<file path="src/rtl/cmd_pkg.sv">
// cmd_pkg: frame constants, opcode classes and parser state encoding for cmd_frame_parser
package cmd_pkg;
  localparam logic [7:0] HDR0 = 8'hEB;
  localparam logic [7:0] HDR1 = 8'h90;
  localparam logic [7:0] TAIL0 = 8'h09;
  localparam logic [7:0] TAIL1 = 8'hD7;
  localparam logic [7:0] DEF_DEST = 8'hAB;
  localparam logic [3:0] OP_SEL = 4'h0;
  localparam logic [3:0] OP_RST = 4'h1;
  localparam logic [3:0] OP_PON = 4'h2;
  localparam logic [3:0] OP_POFF = 4'h3;
  localparam logic [7:0] OP_ALL = 8'hF0;
  typedef enum logic [1:0] {HUNT0, HUNT1, BODY, EXEC} state_t;
endpackage

</file>
<file path="src/rtl/cmd_rst_pulse.sv">
// cmd_rst_pulse: retriggerable pulse, high for exactly RST_CYCLES cycles after the last trigger
module cmd_rst_pulse #(
  parameter int unsigned RST_CYCLES = 32'd50_000_000
) (
  input  logic clk,
  input  logic rst_n,
  input  logic trig,
  output logic pulse
);
  logic [31:0] cnt;
  always_ff @(posedge clk or negedge rst_n)
    if (!rst_n) cnt <= '0;
    else cnt <= trig ? RST_CYCLES : cnt - {31'd0, cnt != '0};
  assign pulse = cnt != '0;
endmodule

</file>
<file path="src/rtl/cmd_frame_parser.sv">
// cmd_frame_parser: streaming 8-byte command frame parser driving host select, CPU resets and power enables.
// Define CMD_ECHO_EN to echo every popped RX byte to the TX FIFO.
module cmd_frame_parser
  import cmd_pkg::*;
#(
  parameter int NCH = 2,
  parameter int CNT_W = 5,
  parameter logic [7:0] DEST_ID = DEF_DEST,
  parameter int unsigned RST_CYCLES = 32'd50_000_000,
  parameter int unsigned IDLE_CYCLES = 640,
  localparam int SEL_W = (NCH > 1) ? $clog2(NCH) : 1
) (
  input  logic             clk,
  input  logic             rst_n,
  input  logic [7:0]       rdr,
  input  logic [CNT_W-1:0] rf_counter,
  output logic             rf_pop,
  output logic [7:0]       tdr,
  output logic             tf_push,
  input  logic [SEL_W-1:0] active_ch,
  output logic [SEL_W-1:0] com_sel,
  output logic             force_swi,
  output logic [NCH-1:0]   rst_out,
  output logic [NCH-1:0]   power_on,
  output logic             frame_ok,
  output logic             error
);
  state_t state, nxt;
  logic [2:0] idx;
  logic [31:0] idle_cnt;
  logic pop_q, timeout;
  logic [7:0] fr [2:7];
  logic [3:0] k;
  logic [NCH-1:0] mask, trig;
  logic valid, kin, is_act, sel_cmd, rst_cmd, pon_cmd, poff_cmd, all_cmd, ok_d, err_d, bad_hdr;
  assign timeout = (state == HUNT1 || state == BODY) && idle_cnt == IDLE_CYCLES;
  // pop_q resets high so no pop can leave while rst_n is held
  assign rf_pop = state != EXEC && rf_counter != '0 && !pop_q && !timeout;
  always_ff @(posedge clk or negedge rst_n)
    if (!rst_n) begin
      state <= HUNT0;
      idx <= '0;
      idle_cnt <= '0;
      pop_q <= 1'b1;
    end else begin
      state <= nxt;
      pop_q <= rf_pop;
      idle_cnt <= ((state == HUNT1 || state == BODY) && !rf_pop && !timeout) ? idle_cnt + 32'd1 : '0;
      idx <= (state == HUNT1 && nxt == BODY) ? 3'd2 : (state == BODY && rf_pop) ? idx + 3'd1 : idx;
    end
  always_ff @(posedge clk)
    if (state == BODY && rf_pop) fr[idx] <= rdr;
  always_comb begin
    nxt = state;
    case (state)
      HUNT0: nxt = (rf_pop && rdr == HDR0) ? HUNT1 : HUNT0;
      HUNT1: nxt = timeout ? HUNT0 : !rf_pop ? HUNT1 : rdr == HDR1 ? BODY : rdr == HDR0 ? HUNT1 : HUNT0;
      BODY: nxt = timeout ? HUNT0 : (rf_pop && idx == 3'd7) ? EXEC : BODY;
      default: nxt = HUNT0;
    endcase
  end
  always_comb begin
    k = fr[4][3:0];
    mask = NCH'(1) << k;
    valid = fr[6] == TAIL0 && fr[7] == TAIL1 && fr[3] == DEST_ID && 8'(fr[2] + fr[3] + fr[4] + fr[5]) == 8'h00;
    kin = 32'(k) < NCH;
    is_act = k == 4'(active_ch);
    sel_cmd = state == EXEC && valid && kin && fr[4][7:4] == OP_SEL;
    rst_cmd = state == EXEC && valid && kin && fr[4][7:4] == OP_RST && !is_act;
    pon_cmd = state == EXEC && valid && kin && fr[4][7:4] == OP_PON;
    poff_cmd = state == EXEC && valid && kin && fr[4][7:4] == OP_POFF && !is_act;
    all_cmd = state == EXEC && valid && fr[4] == OP_ALL;
    ok_d = sel_cmd | rst_cmd | pon_cmd | poff_cmd | all_cmd;
    bad_hdr = state == HUNT1 && rf_pop && rdr != HDR1 && rdr != HDR0;
    err_d = (state == EXEC && !ok_d) || bad_hdr || timeout;
    trig = all_cmd ? '1 : rst_cmd ? mask : '0;
  end
  always_ff @(posedge clk or negedge rst_n)
    if (!rst_n) begin
      com_sel <= '0;
      force_swi <= 1'b0;
      power_on <= '1;
      frame_ok <= 1'b0;
      error <= 1'b0;
    end else begin
      com_sel <= sel_cmd ? k[SEL_W-1:0] : all_cmd ? '0 : com_sel;
      force_swi <= sel_cmd | all_cmd;
      power_on <= pon_cmd ? power_on | mask : poff_cmd ? power_on & ~mask : power_on;
      frame_ok <= ok_d;
      error <= err_d;
    end
  for (genvar i = 0; i < NCH; i++) begin : g_rst
    cmd_rst_pulse #(.RST_CYCLES(RST_CYCLES)) u_rst (.clk(clk), .rst_n(rst_n), .trig(trig[i]), .pulse(rst_out[i]));
  end
`ifdef CMD_ECHO_EN
  assign tf_push = rf_pop;
  assign tdr = rf_pop ? rdr : 8'h00;
`else
  assign tf_push = 1'b0;
  assign tdr = 8'h00;
`endif
endmodule

</file>
<file path="config.mk">
export PLATFORM = sky130hd
export DESIGN_NAME = cmd_frame_parser
export DESIGN_NICKNAME = d
export VERILOG_FILES = /design/src/rtl/cmd_pkg.sv /design/src/rtl/cmd_rst_pulse.sv /design/src/rtl/cmd_frame_parser.sv
export SDC_FILE = /design/constraint.sdc
export NUM_CORES = 1
export LEC_CHECK = 0
export ABC_CLOCK_PERIOD_IN_PS = 5400
export CORE_UTILIZATION = 40
export DETAILED_ROUTE_END_ITERATION = 12
export PLACE_DENSITY = 0.55
export SKIP_CTS_REPAIR_TIMING = 1
export SYNTH_ARGS = -nofsm -noshare
export SYNTH_HDL_FRONTEND = slang
export SYNTH_HIERARCHICAL = 1
export SYNTH_SLANG_ARGS = --single-unit
</file>
<file path="constraint.sdc">
create_clock -name clk -period 5.4 [get_ports clk]
set_input_delay 1.62 -clock clk [delete_from_list [all_inputs] [get_ports clk]]
set_output_delay 1.62 -clock clk [all_outputs]
set_load 0.02 [all_outputs]
</file>
==> impl_metrics.tcl <==
set metrics [dict create \
    yosys.cell_types.count 70 \
    hold_path_class "reg2reg" \
    yosysWarnings 6 \
    place_congestion 0.807 \
    peakVddDrop_v 0.000204 \
    clk_pin_slew_ps 60 \
    dieArea_mm2 0.0208 \
    p_leak_nw 3.34 \
    status "complete, no violations" \
    dr.pass1.iters 5 \
    die-width_um 144 \
    cts_root_buf "clkbuf_16" \
    num_rows 51 \
    cp_slowest_stage_delay_ps 610 \
    crit_buf_inv 2 \
    rsz0062_at_grt "no" \
    cp.arrival_ps 3430 \
    syn_to_final_growth_pct 14.4 \
    setup_tns_ps 0 \
    syn_inst 740 \
    final_nets 822 \
    grt-ovfl-total 0 \
    endpoint_kind "primary output" \
    final-setup-viol-count 0 \
    critPathLaunchType "primary input" \
    insertion_delay_ps 420 \
    worst_pin_slew_ps 1160 \
    ys_seq_area_frac 0.513 \
    critical_path.startpoint "rf_counter[1]" \
    period_minus_slack_ps 5050 \
    fmax_ghz 0.198 \
    cts_tree "built" \
    numCtsBuffers 17 \
    drtAntennaViolNets 0 \
    fin_ws_ps 346 \
    hold_violations 0 \
    cp.required_ps 3780 \
    drt-initial-drc-count 334 \
    dp_hpwl_um 11500 \
    p_per_area_mw_per_mm2 283 \
    cpMostUsedCell "clkdlybuf4s50_1" \
    viasPerCell 5.40 \
    drt-total-wl_um 16300 \
    postSynthAreaPerCell_um2 10.9 \
    final_cell_mix "dfrtp_1 (105), nor2_1 (88), edfxtp_1 (48)" \
    drc 0 \
    diodes 0 \
    initial_core_util 0.411 \
    wl_per_cell_um 15.5 \
    antenna_found_initial 0 \
    finClkSkew_ps 9.05 \
    syn_area_mm2 0.00808 \
    path_cells "clkdlybuf4s50_1 > nor3_1 > a211oi_2 > and2b_1 > clkdlybuf4s50_1" \
    asyncSetResetFlopFracSynth 0.692 \
    fill_cells 1833 \
    crit_path_top_delay_cell "clkdlybuf4s50_1" \
    drv_slew 0 \
    cts_sinks 156 \
    grt_pass1_wl_um 28100 \
    final_common_cell "dfrtp_1" \
    cts_max_level 4 \
    cts_buffer_depth 2 \
    io_buffers 24 \
    io_pins 34 \
    coreArea_mm2 0.0197 \
    vias 5674 \
    synth-seq-cells 156 \
    cap_violations 0 \
    cp_max_fo 8 \
    finalCritPeriodShare 0.936 \
    grt_pass1_vias 5728 \
    die_y_um 144 \
    hold_ws_ps 489 \
    pre_cts_ws_ps 345 \
    max_slew_margin 0.214 \
    fin_util 0.470 \
    ys.flop_type "dfrtp_1" \
    cp_top_family "buffers and inverters" \
    drive_gt1_frac 0.0954 \
    grt_max_degree 58 \
    rr_startpoint "fr[4][0]" \
    critPathKind "in2out" \
    grt.total_usage 0.175 \
    synth_edf_count 48 \
]
==> routing by layer <==
layer,global-route usage,vias up,part of all wire,wire [um]
li1,-,2740,-,-
met1,0.229,2830,0.47,7720
met2,0.289,91,0.48,7900
met3,0.0401,13,0.034,553
met4,0.0499,0,0.0096,156
met5,0,-,0,0
==> worst reg2reg max path, stage by stage, from the launching register on <==
cell and delay [ps]:
edfxtp_1 560, fa_1 500, fa_1 510, ha_1 210, inv_1 70, fa_1 400, nand2b_1 160, a21oi_1 210
a31oi_1 170, xor2_1 290, nand3_1 240, a211oi_4 650, clkinv_1 470, o21ai_0 180
==> cell usage after synthesis (all sizes together) (3+ instances only) <==
| master | number | area (um2) |
|---|---|---|
| dfrtp | 105 | 2630 |
| nor2 | 89 | 334 |
| edfxtp | 48 | 1440 |
| nand3 | 37 | 185 |
| nand2 | 36 | 135 |
| xor2 | 35 | 307 |
| nor4 | 30 | 249 |
| xnor2 | 28 | 253 |
| nor3 | 26 | 141 |
| inv | 25 | 93.8 |
| a21oi | 24 | 120 |
| buf | 21 | 135 |
| nand4 | 20 | 131 |
| or3 | 20 | 128 |
| or4 | 20 | 158 |
| ha | 19 | 238 |
| o21ai | 18 | 90.1 |
| o31ai | 15 | 113 |
| fa | 14 | 280 |
| and3 | 12 | 75.1 |
| nor2b | 12 | 75.1 |
| nor4b | 10 | 103 |
| clkbuf | 9 | 33.8 |
| mux2i | 7 | 70.1 |
| a211oi | 4 | 40.0 |
| and4b | 4 | 40.0 |
| nor3b | 4 | 35.0 |
| and4 | 3 | 26.3 |
| dfstp | 3 | 78.8 |
| mux2 | 3 | 33.8 |
| nand3b | 3 | 22.5 |
| nor4bb | 3 | 30.0 |
| o31a | 3 | 26.3 |
==> path summary, 6_finish.rpt <==
| kind | end | slack, ps | cells past startpoint |
|---|---|---|---|
| setup / recovery | rf_pop | 350 | 5 |
| hold / removal | register | 490 | 2 |
| setup reg to reg | g_rst[0].u_rst/cnt[7] | 700 | 13 |
| hold reg to reg | register | 490 | 2 |
| max in group asynchronous | pop_q | 3160 | 2 |
| min in group asynchronous | force_swi | 1250 | 1 |
==> cell type report <==
type,count,area [um2],area share
clock inverter,12,161,0.0175
multi-input combinational,536,3710,0.402
timing repair buffer,36,328,0.0355
inverter,26,97.6,0.0106
tap,265,332,0.0359
clock buffer,20,467,0.0505
sequential,156,4150,0.449
==> metrics by stage <==
step	total power [W]	cell area, um2	cells
2_1_floorplan	0.00133	8110	748
3_3_place_gp	0.00138	8620	1019
3_5_place_dp	0.00138	8620	1019
4_1_cts	0.00265	9250	1051
5_1_grt	0.00272	9250	1051
6_report	0.00262	9250	1051
==> registers in the layout, summed over array words and instances, names as in the netlist, named ones only <==
| signal | cells |
|---|---|
| idx | 3 |
| pop_q | 1 |
| com_sel | 1 |
| g_rst.u_rst/cnt | 64 |
| error | 1 |
| idle_cnt | 32 |
| frame_ok | 1 |
| state | 2 |
| fr | 48 |
| force_swi | 1 |
==> power by group <==
part	switching [W]	leakage, nW	internal (W)
sequential	0.0000106	1.72	0.00123
combinational	0.0000762	1.31	0.0000386
clock	0.000490	0.311	0.000769
total	0.000577	3.34	0.00204
==> cells by family (layout without fill, tap and decap cells) <==
| logic type | count (synthesis) | in the layout | synth area share |
|---|---|---|---|
| adders and majority gates | 33 | 33 | 0.0641 |
| muxes | 10 | 10 | 0.0128 |
| AOI/OAI and AO/OA | 77 | 77 | 0.0613 |
| other | 1 | 9 | 0.000464 |
| DFF | 156 | 156 | 0.513 |
| xor gates and xnor gates | 63 | 63 | 0.0692 |
| buffers and inverters | 56 | 94 | 0.0330 |
| and+or+nand+nor | 344 | 344 | 0.246 |
Power figures use the tool's default switching activity.
